--- src/rtl/dm_cfg_regfile_if.sv ---
// ---------------------------------------------------------------------------
// dm_cfg_regfile_if
//   Host register port of the configuration register file: a valid/ready
//   request channel plus a response channel without backpressure.
//
//   Request  : cfg_valid_i, cfg_ready_o, cfg_we_i, cfg_addr_i, cfg_wdata_i
//   Response : rsp_valid_o, rsp_rdata_o, rsp_err_o
//
//   Modports
//     master : the host, which drives requests and receives responses
//     slave  : the register file
// ---------------------------------------------------------------------------
interface dm_cfg_regfile_if #(
    parameter int ADDR_W = 8,
    parameter int DATA_W = 32
) ();
    logic              cfg_valid_i;
    logic              cfg_ready_o;
    logic              cfg_we_i;
    logic [ADDR_W-1:0] cfg_addr_i;
    logic [DATA_W-1:0] cfg_wdata_i;
    logic              rsp_valid_o;
    logic [DATA_W-1:0] rsp_rdata_o;
    logic              rsp_err_o;

    modport master (
        output cfg_valid_i, cfg_we_i, cfg_addr_i, cfg_wdata_i,
        input  cfg_ready_o, rsp_valid_o, rsp_rdata_o, rsp_err_o
    );

    modport slave (
        input  cfg_valid_i, cfg_we_i, cfg_addr_i, cfg_wdata_i,
        output cfg_ready_o, rsp_valid_o, rsp_rdata_o, rsp_err_o
    );
endinterface

--- src/rtl/dm_cfg_regfile.sv ---
// ---------------------------------------------------------------------------
// dm_cfg_regfile
//   Run-time configuration register file for the digital Ising macro.
//   The host writes a shadow copy of every parameter; a commit copies the
//   shadow copy into the active copy only while the macro is idle, so the
//   macro never observes a half-written configuration.
//
//   Ports
//     clk_i, rst_ni          : clock, synchronous active-low reset
//     cfg                    : host register port (slave modport)
//     macro_busy_i           : macro running, commit is deferred while high
//     commit_pending_o       : a commit is waiting for the macro to go idle
//     cfg_updated_o          : one-cycle pulse after the active copy changed
//     en_comparison_o, flip_disable_o, enable_analog_loop_o, flush_o
//                            : active CTRL bits
//     icon_last_addr_plus_one_o, cycle_per_* , synchronizer_pipe_num_o
//                            : active scalar parameters
//     spin_wwl_strobe_o, spin_feedback_o
//                            : active spin vectors
//
//   Address map (word addresses, fields in the low bits)
//     0 CTRL, 1 icon bound, 2 wwl_high, 3 wwl_low, 4 spin_write,
//     5 spin_compute, 6 sync pipe count, 7 COMMIT/STATUS,
//     8 .. 8+SW-1 strobe words, 8+SW .. 8+2*SW-1 feedback words.
// ---------------------------------------------------------------------------
module dm_cfg_regfile #(
    parameter int NUM_SPIN         = 256,
    parameter int DATA_W           = 32,
    parameter int FLIP_ICON_DEPTH  = 1024,
    parameter int COUNTER_BITWIDTH = 16,
    parameter int SYNC_W           = 4,
    parameter int ADDR_W           = 8
) (
    input  logic                               clk_i,
    input  logic                               rst_ni,
    dm_cfg_regfile_if.slave                    cfg,
    input  logic                               macro_busy_i,
    output logic                               commit_pending_o,
    output logic                               cfg_updated_o,
    output logic                               en_comparison_o,
    output logic                               flip_disable_o,
    output logic                               enable_analog_loop_o,
    output logic                               flush_o,
    output logic [$clog2(FLIP_ICON_DEPTH):0]   icon_last_addr_plus_one_o,
    output logic [COUNTER_BITWIDTH-1:0]        cycle_per_wwl_high_o,
    output logic [COUNTER_BITWIDTH-1:0]        cycle_per_wwl_low_o,
    output logic [COUNTER_BITWIDTH-1:0]        cycle_per_spin_write_o,
    output logic [COUNTER_BITWIDTH-1:0]        cycle_per_spin_compute_o,
    output logic [SYNC_W-1:0]                  synchronizer_pipe_num_o,
    output logic [NUM_SPIN-1:0]                spin_wwl_strobe_o,
    output logic [NUM_SPIN-1:0]                spin_feedback_o
);

    localparam int ICON_W    = $clog2(FLIP_ICON_DEPTH) + 1;
    localparam int SW        = NUM_SPIN / DATA_W;
    localparam int STROBE_A  = 8;
    localparam int FEEDBK_A  = 8 + SW;
    localparam int NUM_WORDS = 8 + 2 * SW;
    localparam int COMMIT_A  = 7;

    typedef struct packed {
        logic [3:0]                  ctrl;
        logic [ICON_W-1:0]           icon;
        logic [COUNTER_BITWIDTH-1:0] wwl_high;
        logic [COUNTER_BITWIDTH-1:0] wwl_low;
        logic [COUNTER_BITWIDTH-1:0] spin_write;
        logic [COUNTER_BITWIDTH-1:0] spin_compute;
        logic [SYNC_W-1:0]           sync_pipe;
        logic [NUM_SPIN-1:0]         strobe;
        logic [NUM_SPIN-1:0]         feedback;
    } cfg_t;

    typedef enum logic {
        ST_IDLE,
        ST_PEND
    } state_t;

    // Power-on configuration, shared by shadow and active copies.
    function automatic cfg_t cfg_reset();
        cfg_t r;
        r.ctrl         = 4'b0101;
        r.icon         = ICON_W'(FLIP_ICON_DEPTH);
        r.wwl_high     = COUNTER_BITWIDTH'(5);
        r.wwl_low      = COUNTER_BITWIDTH'(5);
        r.spin_write   = COUNTER_BITWIDTH'(3);
        r.spin_compute = COUNTER_BITWIDTH'(7);
        r.sync_pipe    = SYNC_W'(3);
        r.strobe       = '1;
        r.feedback     = '1;
        return r;
    endfunction

    // Register read mux; narrow fields are zero-extended, unmapped reads give 0.
    function automatic logic [DATA_W-1:0] read_word(input cfg_t s, input int a,
                                                   input logic pend);
        logic [DATA_W-1:0] r;
        r = '0;
        case (a)
            0:        r = DATA_W'(s.ctrl);
            1:        r = DATA_W'(s.icon);
            2:        r = DATA_W'(s.wwl_high);
            3:        r = DATA_W'(s.wwl_low);
            4:        r = DATA_W'(s.spin_write);
            5:        r = DATA_W'(s.spin_compute);
            6:        r = DATA_W'(s.sync_pipe);
            COMMIT_A: r = DATA_W'(pend);
            default:  r = '0;
        endcase
        for (int k = 0; k < SW; k++) begin
            if (a == STROBE_A + k) r = s.strobe[k*DATA_W +: DATA_W];
            if (a == FEEDBK_A + k) r = s.feedback[k*DATA_W +: DATA_W];
        end
        return r;
    endfunction

    // Field write into a configuration copy; upper bits beyond a field are dropped.
    function automatic cfg_t write_word(input cfg_t s, input int a,
                                        input logic [DATA_W-1:0] d);
        cfg_t r;
        r = s;
        case (a)
            0:       r.ctrl         = d[3:0];
            1:       r.icon         = d[ICON_W-1:0];
            2:       r.wwl_high     = d[COUNTER_BITWIDTH-1:0];
            3:       r.wwl_low      = d[COUNTER_BITWIDTH-1:0];
            4:       r.spin_write   = d[COUNTER_BITWIDTH-1:0];
            5:       r.spin_compute = d[COUNTER_BITWIDTH-1:0];
            6:       r.sync_pipe    = d[SYNC_W-1:0];
            default: r = s;
        endcase
        for (int k = 0; k < SW; k++) begin
            if (a == STROBE_A + k) r.strobe[k*DATA_W +: DATA_W]   = d;
            if (a == FEEDBK_A + k) r.feedback[k*DATA_W +: DATA_W] = d;
        end
        return r;
    endfunction

    state_t            state_q;
    state_t            state_d;
    cfg_t              shadow_q;
    cfg_t              active_q;
    logic              ready;
    logic              pending;
    logic              commit_fire;
    logic              accept;
    logic              mapped;
    logic              commit_req;
    int                addr_int;
    logic              rsp_vld_p1;
    logic              rsp_err_p1;
    logic [DATA_W-1:0] rsp_rdata_p1;
    logic              updated_p1;

    assign addr_int   = int'(cfg.cfg_addr_i);
    assign mapped     = (addr_int < NUM_WORDS);
    assign commit_req = cfg.cfg_we_i && (addr_int == COMMIT_A) && cfg.cfg_wdata_i[0];
    assign accept     = cfg.cfg_valid_i && ready;

    always_ff @(posedge clk_i) begin
        if (!rst_ni) state_q <= ST_IDLE;
        else         state_q <= state_d;
    end

    // While a commit is pending the shadow copy is frozen: writes stall so the
    // copy that lands in the active registers is exactly the one requested.
    always_comb begin
        state_d     = state_q;
        ready       = 1'b1;
        pending     = 1'b0;
        commit_fire = 1'b0;
        case (state_q)
            ST_IDLE: begin
                if (cfg.cfg_valid_i && commit_req) state_d = ST_PEND;
            end
            ST_PEND: begin
                pending = 1'b1;
                ready   = !cfg.cfg_we_i;
                if (!macro_busy_i) begin
                    commit_fire = 1'b1;
                    state_d     = ST_IDLE;
                end
            end
            default: state_d = ST_IDLE;
        endcase
    end

    // Stage p0 -> p1: request accepted, response and register updates registered.
    always_ff @(posedge clk_i) begin
        if (!rst_ni) begin
            shadow_q     <= cfg_reset();
            active_q     <= cfg_reset();
            rsp_vld_p1   <= 1'b0;
            rsp_err_p1   <= 1'b0;
            rsp_rdata_p1 <= '0;
            updated_p1   <= 1'b0;
        end else begin
            rsp_vld_p1   <= accept;
            rsp_err_p1   <= accept && !mapped;
            rsp_rdata_p1 <= (accept && !cfg.cfg_we_i && mapped)
                            ? read_word(shadow_q, addr_int, pending) : '0;
            updated_p1   <= commit_fire;
            if (commit_fire) active_q <= shadow_q;
            if (accept && cfg.cfg_we_i && mapped)
                shadow_q <= write_word(shadow_q, addr_int, cfg.cfg_wdata_i);
        end
    end

    assign cfg.cfg_ready_o = ready;
    assign cfg.rsp_valid_o = rsp_vld_p1;
    assign cfg.rsp_err_o   = rsp_err_p1;
    assign cfg.rsp_rdata_o = rsp_rdata_p1;

    assign commit_pending_o          = pending;
    assign cfg_updated_o             = updated_p1;
    assign en_comparison_o           = active_q.ctrl[0];
    assign flip_disable_o            = active_q.ctrl[1];
    assign enable_analog_loop_o      = active_q.ctrl[2];
    assign flush_o                   = active_q.ctrl[3];
    assign icon_last_addr_plus_one_o = active_q.icon;
    assign cycle_per_wwl_high_o      = active_q.wwl_high;
    assign cycle_per_wwl_low_o       = active_q.wwl_low;
    assign cycle_per_spin_write_o    = active_q.spin_write;
    assign cycle_per_spin_compute_o  = active_q.spin_compute;
    assign synchronizer_pipe_num_o   = active_q.sync_pipe;
    assign spin_wwl_strobe_o         = active_q.strobe;
    assign spin_feedback_o           = active_q.feedback;

endmodule

--- src/flat_wrapper.sv ---
// flat-port wrapper written by rule: the top's interface ports become plain ports
module dm_cfg_regfile_flat 
#(
    parameter int NUM_SPIN         = 256,
    parameter int DATA_W           = 32,
    parameter int FLIP_ICON_DEPTH  = 1024,
    parameter int COUNTER_BITWIDTH = 16,
    parameter int SYNC_W           = 4,
    parameter int ADDR_W           = 8
)
  (clk_i, rst_ni, macro_busy_i, commit_pending_o, cfg_updated_o, en_comparison_o, flip_disable_o, enable_analog_loop_o, flush_o, icon_last_addr_plus_one_o, cycle_per_wwl_high_o, cycle_per_wwl_low_o, cycle_per_spin_write_o, cycle_per_spin_compute_o, synchronizer_pipe_num_o, spin_wwl_strobe_o, spin_feedback_o, cfg_cfg_valid_i, cfg_cfg_we_i, cfg_cfg_addr_i, cfg_cfg_wdata_i, cfg_cfg_ready_o, cfg_rsp_valid_o, cfg_rsp_rdata_o, cfg_rsp_err_o);
  dm_cfg_regfile_if #(.ADDR_W(ADDR_W), .DATA_W(DATA_W)) cfg_i ();
  input  logic clk_i;
  input  logic rst_ni;
  input  logic macro_busy_i;
  output logic commit_pending_o;
  output logic cfg_updated_o;
  output logic en_comparison_o;
  output logic flip_disable_o;
  output logic enable_analog_loop_o;
  output logic flush_o;
  output logic [$clog2(FLIP_ICON_DEPTH):0] icon_last_addr_plus_one_o;
  output logic [COUNTER_BITWIDTH-1:0] cycle_per_wwl_high_o;
  output logic [COUNTER_BITWIDTH-1:0] cycle_per_wwl_low_o;
  output logic [COUNTER_BITWIDTH-1:0] cycle_per_spin_write_o;
  output logic [COUNTER_BITWIDTH-1:0] cycle_per_spin_compute_o;
  output logic [SYNC_W-1:0] synchronizer_pipe_num_o;
  output logic [NUM_SPIN-1:0] spin_wwl_strobe_o;
  output logic [NUM_SPIN-1:0] spin_feedback_o;
  input wire logic [$bits(cfg_i.cfg_valid_i)-1:0] cfg_cfg_valid_i;
  input wire logic [$bits(cfg_i.cfg_we_i)-1:0] cfg_cfg_we_i;
  input wire logic [$bits(cfg_i.cfg_addr_i)-1:0] cfg_cfg_addr_i;
  input wire logic [$bits(cfg_i.cfg_wdata_i)-1:0] cfg_cfg_wdata_i;
  output wire logic [$bits(cfg_i.cfg_ready_o)-1:0] cfg_cfg_ready_o;
  output wire logic [$bits(cfg_i.rsp_valid_o)-1:0] cfg_rsp_valid_o;
  output wire logic [$bits(cfg_i.rsp_rdata_o)-1:0] cfg_rsp_rdata_o;
  output wire logic [$bits(cfg_i.rsp_err_o)-1:0] cfg_rsp_err_o;
  assign cfg_i.cfg_valid_i = cfg_cfg_valid_i;
  assign cfg_i.cfg_we_i = cfg_cfg_we_i;
  assign cfg_i.cfg_addr_i = cfg_cfg_addr_i;
  assign cfg_i.cfg_wdata_i = cfg_cfg_wdata_i;
  assign cfg_cfg_ready_o = cfg_i.cfg_ready_o;
  assign cfg_rsp_valid_o = cfg_i.rsp_valid_o;
  assign cfg_rsp_rdata_o = cfg_i.rsp_rdata_o;
  assign cfg_rsp_err_o = cfg_i.rsp_err_o;
  dm_cfg_regfile #(.NUM_SPIN(NUM_SPIN), .DATA_W(DATA_W), .FLIP_ICON_DEPTH(FLIP_ICON_DEPTH), .COUNTER_BITWIDTH(COUNTER_BITWIDTH), .SYNC_W(SYNC_W), .ADDR_W(ADDR_W)) u_core (.clk_i(clk_i), .rst_ni(rst_ni), .cfg(cfg_i), .macro_busy_i(macro_busy_i), .commit_pending_o(commit_pending_o), .cfg_updated_o(cfg_updated_o), .en_comparison_o(en_comparison_o), .flip_disable_o(flip_disable_o), .enable_analog_loop_o(enable_analog_loop_o), .flush_o(flush_o), .icon_last_addr_plus_one_o(icon_last_addr_plus_one_o), .cycle_per_wwl_high_o(cycle_per_wwl_high_o), .cycle_per_wwl_low_o(cycle_per_wwl_low_o), .cycle_per_spin_write_o(cycle_per_spin_write_o), .cycle_per_spin_compute_o(cycle_per_spin_compute_o), .synchronizer_pipe_num_o(synchronizer_pipe_num_o), .spin_wwl_strobe_o(spin_wwl_strobe_o), .spin_feedback_o(spin_feedback_o));
endmodule
--- config.mk ---
export PLATFORM = sky130hd
export DESIGN_NAME = dm_cfg_regfile_flat
export DESIGN_NICKNAME = d
export VERILOG_FILES = /design/src/rtl/dm_cfg_regfile_if.sv /design/src/rtl/dm_cfg_regfile.sv /design/src/flat_wrapper.sv
export SDC_FILE = /design/constraint.sdc
export NUM_CORES = 2
export LEC_CHECK = 0
export ABC_AREA = 1
export CAP_MARGIN = 5
export CORE_MARGIN = 4
export CORE_UTILIZATION = 50
export DETAILED_ROUTE_END_ITERATION = 6
export MAX_ROUTING_LAYER = met4
export PLACE_DENSITY_LB_ADDON = 0.1
export SLEW_MARGIN = 20
export SYNTH_ARGS = -nofsm -noshare
export SYNTH_HDL_FRONTEND = slang
export SYNTH_SLANG_ARGS = --single-unit
--- constraint.sdc ---
create_clock -name clk_i -period 4.7 [get_ports clk_i]
set_clock_uncertainty 0.2 [all_clocks]
set_input_delay 0.47 -clock clk_i [delete_from_list [all_inputs] [get_ports clk_i]]
set_output_delay 0.47 -clock clk_i [all_outputs]
set_load 0.1 [all_outputs]
* After elaboration in Yosys (flattened, before gate mapping) *
Cells that the tools add are included.

word-level totals
  register bits after elaboration = 1226
  bits of input ports = 45
  output and inout port bits = 632
  logic and storage cells = 123

cells by class
  order comparisons = 1
  equality and inequality tests = 24
  muxes and demuxes = 24
  bitwise operators = 1
  reduce and logical (&&, ||, !) cells = 36

operator list
  kind                count
  $mux 32             16
  $pmux 16 s8         1
  $eq 8x5->1 const B  8
  $eq 8x6->1 const B  8
  $reduce_and 2->1    24
  $eq 8x3->1 const B  4
  $logic_not 32->1    1
  $eq 8x2->1 const B  2
  $logic_and 1x1->1   9
  $eq 8x1->1 const B  1
  $eq 8x4->1 const B  1
  $lt 8x5->1 const B  1
  $mux 1              6
  $logic_not 1->1     2
  $pmux 1 s2          1
  $not 1->1           1

* Longest topological paths before layout *
  word-level depth = 18
  mapped depth = 18
  mapped depth without buffers = 18

* Worst setup path before layout *
Ideal clock, no wire load.

  path kind = register to register
  from = reg u_core.state_q
  to = reg u_core.shadow_q[417] (netlist bit)
  library setup time = 138 ps
  arrival = 3062 ps
  data required time = 4362 ps
  path slack = 1299 ps
  stages on the path, launching flop included = 10
  buffers on the path = 2
  clock period less this slack = 3401 ps
  cell sequence = dfxtp_1 -> nand2_1 -> nand2_1 -> nor3_4 -> inv_2 -> buf_6 -> nor2_1 -> inv_2 -> clkbuf_1 -> o211ai_1

between the ends
  word-level cells in the longest chain between the ends = 5

ends and longest elaborated chain
  what                               line                   source
  start, declared                    dm_cfg_regfile.sv:138  state_t state_q;
  start signal, assigned             dm_cfg_regfile.sv:161  else state_q <= state_d;
  $mux 1                             dm_cfg_regfile.sv:171  case (state_q)
  via cfg_cfg_ready_o                flat_wrapper.sv:34     output wire logic [$bits(cfg_i.cfg_ready_o)-1:0] cfg_cfg_ready_o;
  $logic_and 1x1->1                  dm_cfg_regfile.sv:157  assign accept = cfg.cfg_valid_i && ready;
  $logic_and 1x1->1 (2 in a row)     dm_cfg_regfile.sv:203  if (accept && cfg.cfg_we_i && mapped)
  $reduce_and 2->1 (no source line)  n/a
  end signal, assigned               dm_cfg_regfile.sv:190  shadow_q <= cfg_reset();
  end signal, assigned               dm_cfg_regfile.sv:204  shadow_q <= write_word(shadow_q, addr_int, cfg.cfg_wdata_i);
  end, declared                      dm_cfg_regfile.sv:140  cfg_t shadow_q;

The timed path passes the listed nets, and every way through them passes these cells.
A chain may end at the register's enable or synchronous reset.

* Final worst setup path *
  from = in cfg_cfg_addr_i[3]
  to = reg u_core.rsp_rdata_p1[13], in the netlist u_core.cfg.rsp_rdata_o[13]

between the ends
  word-level cells in the longest chain between the ends = 18
  elaborated cells between the ends (all ways) = 44
  classes of those cells = order compare (1); eq/ne (23); mux (17); reduce/logical (3)

ends and longest elaborated chain
  what                                      line                   source
  start, declared                           flat_wrapper.sv:32     input wire logic [$bits(cfg_i.cfg_addr_i)-1:0] cfg_cfg_addr_i;
  $logic_not 32->1 (tied with other cells)  dm_cfg_regfile.sv:98   case (a)
  $pmux 16 s8                               dm_cfg_regfile.sv:98
  $mux 32                                   dm_cfg_regfile.sv:110  if (a == STROBE_A + k) r = s.strobe[k*DATA_W +: DATA_W];
  $mux 32                                   dm_cfg_regfile.sv:111  if (a == FEEDBK_A + k) r = s.feedback[k*DATA_W +: DATA_W];
  $mux 32                                   dm_cfg_regfile.sv:110
  $mux 32                                   dm_cfg_regfile.sv:111
  $mux 32                                   dm_cfg_regfile.sv:110
  $mux 32                                   dm_cfg_regfile.sv:111
  (+2 left out)                             n/a
  $mux 32                                   dm_cfg_regfile.sv:110
  $mux 32                                   dm_cfg_regfile.sv:111
  $mux 32                                   dm_cfg_regfile.sv:110
  $mux 32                                   dm_cfg_regfile.sv:111
  $mux 32                                   dm_cfg_regfile.sv:110
  $mux 32                                   dm_cfg_regfile.sv:111
  $mux 32                                   dm_cfg_regfile.sv:110
  $mux 32                                   dm_cfg_regfile.sv:111
  end signal, assigned                      dm_cfg_regfile.sv:199  rsp_rdata_p1 <= (accept && !cfg.cfg_we_i && mapped)
  end, declared                             dm_cfg_regfile.sv:151  logic [DATA_W-1:0] rsp_rdata_p1;

Parallel ways exist; a longest one is shown, timed or not.

==> results.txt <==
- Leakage power total: 24.0 nW
* Share of synthesized registers carrying an async set or reset: 0
- Measured along the x axis, the die boundary spans 303 µm.
- Counting instances, the worst hold path has a depth of 2.
- Filler instances: 7,252
- In this run, the number of DRC markers left after iteration 0 of detailed routing was 5,232.
- Worst setup path class: in -> reg
* Worst Hold Slack: 0.0657 ns
- Register bit count reported by yosys: between 1k and 1.5k
* Fraction of final layout cells sized beyond drive strength 1: 0.0652
- In the post-synthesis netlist, the cell with the most instances is sky130_fd_sc_hd__dfxtp_1.
- Mapped Nets: 4,965
- Setup slack on the worst reg-to-reg path comes out at 1.55 ns.
- Post-Route WL: 177 mm
- Global-route wire length before repair: 253 mm
- Sorting the synthesized cells by area gives the leading types as sky130_fd_sc_hd__dfxtp_1 56%, sky130_fd_sc_hd__o211ai_1 9.1%, sky130_fd_sc_hd__nand2_1 8.4%.
- The path class of the tightest hold or removal check is in -> reg.
- The worst-case IR drop observed on VDD is around 330 µV.
- Leaving out filler cells and counting taps, the final layout contains ~6.7k.
- Die extent in y: 303 µm
- The run finished with clean final reports.
* Residual DRC count: 0
* Clk pin slew, worst setup/hold paths: 0.06 ns
- Including well taps, the total number of placed cells is between 6k and 7k.
- Total clock buffers created by CTS: between 100 and 150
- Remaining antenna violation count: 0
- The Yosys step of the flow raised 0 warnings.
* Net total in the final layout: around 5.5k
* Max-capacitance violation count: 0
- Synth-to-Final Area Change: 26.9%
* Post-synth EDFFs: 0
- The later pin in the worst-skew pair is clocked with a latency of 0.72 ns.
* Number of buffers inserted for hold repair after clock tree synthesis: 0
- Routability-driven placement congestion ratio: 1.05
- After clock tree synthesis, the setup repair step added 0 buffers.
* Actual transition at the worst max-transition pin: 1.23 ns
- Number of distinct library cells after synthesis: 35
* Vias in the first global route: 36.0k
- Vias per std cell: a little under 6
* First-pass iteration count of the detailed router: 6
- R2R Path End: u_core.spin_wwl_strobe_o[98]
* Final hold viol count: 0
- Reg2reg start: u_core.state_q
* IO buf count: 676
- Overflow left after global routing: 0
- Maximum number of pins on one net before global-route repair: 196
- After clock tree synthesis, the repair step resized 0 gates.
- Data arrives at the worst endpoint at slightly above 4 ns.
- The commonest cells after synthesis are 1,226 x sky130_fd_sc_hd__dfxtp_1, 973 x sky130_fd_sc_hd__nand2_1, 525 x sky130_fd_sc_hd__o211ai_1.
- Final Slew Violations: 0
- Source of the worst hold timing path: rst_ni
- Final worst path period need: 3.68 ns
- The core region is 85,800 µm².
- Dividing the detail-routed wire length by the instance count gives 26.6 µm.
* Crit start category: primary input
- # clock sinks: 1,226
- OpenSTA, run right after detailed placement, puts the worst setup slack at 0.460 ns.
* Number of antenna violations at the first check in global routing: 7
* Sequential element share of the synthesized area: 0.564
- Setup violations remaining at the end of the flow were counted as 0.
- Dividing total power by cell area gives a power density of 387 nW/µm².
- For this run, the leading register cell type out of synthesis is sky130_fd_sc_hd__dfxtp_1.
- Setup slack closes at between 1 and 1.5 ns.
- Headroom to the max-slew limit came out at 0.177.
- The detailed router placed 39.6k vias in this run.
- Final Cycle Share: 0.783
- Share of Yosys cell area claimed by the top area cell type: 0.564
* Boundary pin count: 677
- STA classifies the critical path endpoint as a flop.
- Initial Utilization: 0.507
* Biggest fanout along the worst timing path: 36
* Syn_area_per_cell: 8.85 µm²
* Number of instances in the synthesized netlist: 4,920
- CTS tree: yes
- For the worst setup path, the data required time is between 5 and 6 ns.
- The wire-length estimate of the detail-placed layout is 126 mm.
* Number of cells on the worst reg-to-reg path: 7
- The die covers 91,900 µm².
* Unrepaired setup endpoints after global routing: false
* Number of buffers on the longest clock path: 3
* Final TNS setup: 0 ns
- The H-tree was split into 4 levels.
- CTS placed an instance of sky130_fd_sc_hd__clkbuf_16 at the clock tree root.
- Global-route usage over all layers: 0.383
- Post-synthesis cell type with the largest combined area: sky130_fd_sc_hd__dfxtp_1
- Std cell rows: between 100 and 150
- For hold timing, the worst endpoint is u_core.shadow_q[548].
- Achievable Freq: 272 MHz
* Post-synth design cell area: 43,500 µm²
## layer usage
layer / routed length [µm] / vias to the layer above / GRT usage
li1: - / 17900 / -
met1: 75000 / 19000 / 0.536
met2: 74000 / 2351 / 0.531
met3: 20800 / 339 / 0.0983
met4: 7420 / 0 / 0.146
met5: 0 / - / -
## stage by stage
stage	utilization	power, mW	area, µm²
2_1_floorplan	-	10.9	43500
3_3_place_gp	0.594	11.2	51000
5_1_grt	0.644	21.9	55300
4_1_cts	0.644	21.4	55300
6_report	0.644	21.4	55300
3_5_place_dp	0.594	11.2	50900
## cell families after synthesis
family	count (synthesis)	synth area share
AND/OR/NAND/NOR	1507	0.140
flip-flops	1226	0.564
AO/OA/AOI/OAI	1445	0.230
buffers and inverters	742	0.0663
## where the power goes
part           switching [mW]  internal (mW)  leakage (nW)
combinational           0.460          0.100          11.9
clock                    4.29           6.14          2.14
sequential            0.00126           10.4          9.92
## worst max path at each step
stage,startpoint,to,slack (ns)
final,cfg_cfg_addr_i[3],u_core.cfg.rsp_rdata_o[13],1.02
after global routing,cfg_cfg_addr_i[3],u_core.cfg.rsp_rdata_o[13],0.86
after CTS,cfg_cfg_addr_i[1],u_core.cfg.rsp_rdata_o[13],1.17
after detailed placement,cfg_cfg_addr_i[3],u_core.cfg.rsp_rdata_o[13],0.46
after global placement,cfg_cfg_addr_i[1],u_core.cfg.rsp_rdata_o[13],0.55
after floorplan,u_core.state_q,u_core.shadow_q[417],1.30
## cell usage in the layout, fill, tap and decap left out, types with 46 or more instances in the layout
| cell type | instances |
|---|---|
| sky130_fd_sc_hd__a21oi_1 | 321 |
| sky130_fd_sc_hd__a22o_1 | 49 |
| sky130_fd_sc_hd__buf_4 | 64 |
| sky130_fd_sc_hd__clkbuf_16 | 133 |
| sky130_fd_sc_hd__clkdlybuf4s50_1 | 661 |
| sky130_fd_sc_hd__dfxtp_1 | 1226 |
| sky130_fd_sc_hd__inv_1 | 308 |
| sky130_fd_sc_hd__nand2_1 | 966 |
| sky130_fd_sc_hd__nand4_1 | 81 |
| sky130_fd_sc_hd__nor2_1 | 375 |
| sky130_fd_sc_hd__o211ai_1 | 525 |
| sky130_fd_sc_hd__o21ai_0 | 156 |
| sky130_fd_sc_hd__o21ai_1 | 46 |
| sky130_fd_sc_hd__o22a_1 | 319 |
## critical path, cell delays in order
cell	delay (ns)
sky130_fd_sc_hd__clkdlybuf4s50_1	0.59
sky130_fd_sc_hd__nor2_1	0.17
sky130_fd_sc_hd__nand2_1	0.22
sky130_fd_sc_hd__nor2_4	0.12
sky130_fd_sc_hd__inv_2	0.65
sky130_fd_sc_hd__o21ai_0	0.20
sky130_fd_sc_hd__inv_1	0.09
sky130_fd_sc_hd__nand4_1	0.08
sky130_fd_sc_hd__o21ai_1	0.12
sky130_fd_sc_hd__nand4_1	0.42
sky130_fd_sc_hd__nor2_1	0.23
sky130_fd_sc_hd__nand4_1	0.30
sky130_fd_sc_hd__nor2_1	0.19
sky130_fd_sc_hd__nand4_1	0.10
sky130_fd_sc_hd__nand2_1	0.07
sky130_fd_sc_hd__inv_1	0.04
## sequential cells by signal (all words and copies together), names as in the netlist, 4 cells and up
| signal | count |
|---|---|
| u_core.shadow_q | 595 |
| u_core.spin_feedback_o | 256 |
| u_core.spin_wwl_strobe_o | 256 |
| u_core.cfg.rsp_rdata_o | 32 |
| u_core.cycle_per_spin_compute_o | 16 |
| u_core.cycle_per_spin_write_o | 16 |
| u_core.cycle_per_wwl_high_o | 16 |
| u_core.cycle_per_wwl_low_o | 16 |
| u_core.icon_last_addr_plus_one_o | 11 |
| u_core.synchronizer_pipe_num_o | 4 |
## final cells by class
class	count	area, µm²	share of cell area
Tap cell	1144	1430	0.0259
Clock inverter	46	583	0.0106
Antenna cell	5	12.5	0.000226
Inverter	347	1320	0.0239
Timing Repair Buffer	748	7450	0.135
Sequential cell	1226	24500	0.444
Multi-Input combinational cell	2952	16200	0.293
Clock buffer	183	3750	0.0678
(Power assumes the default switching activity.)
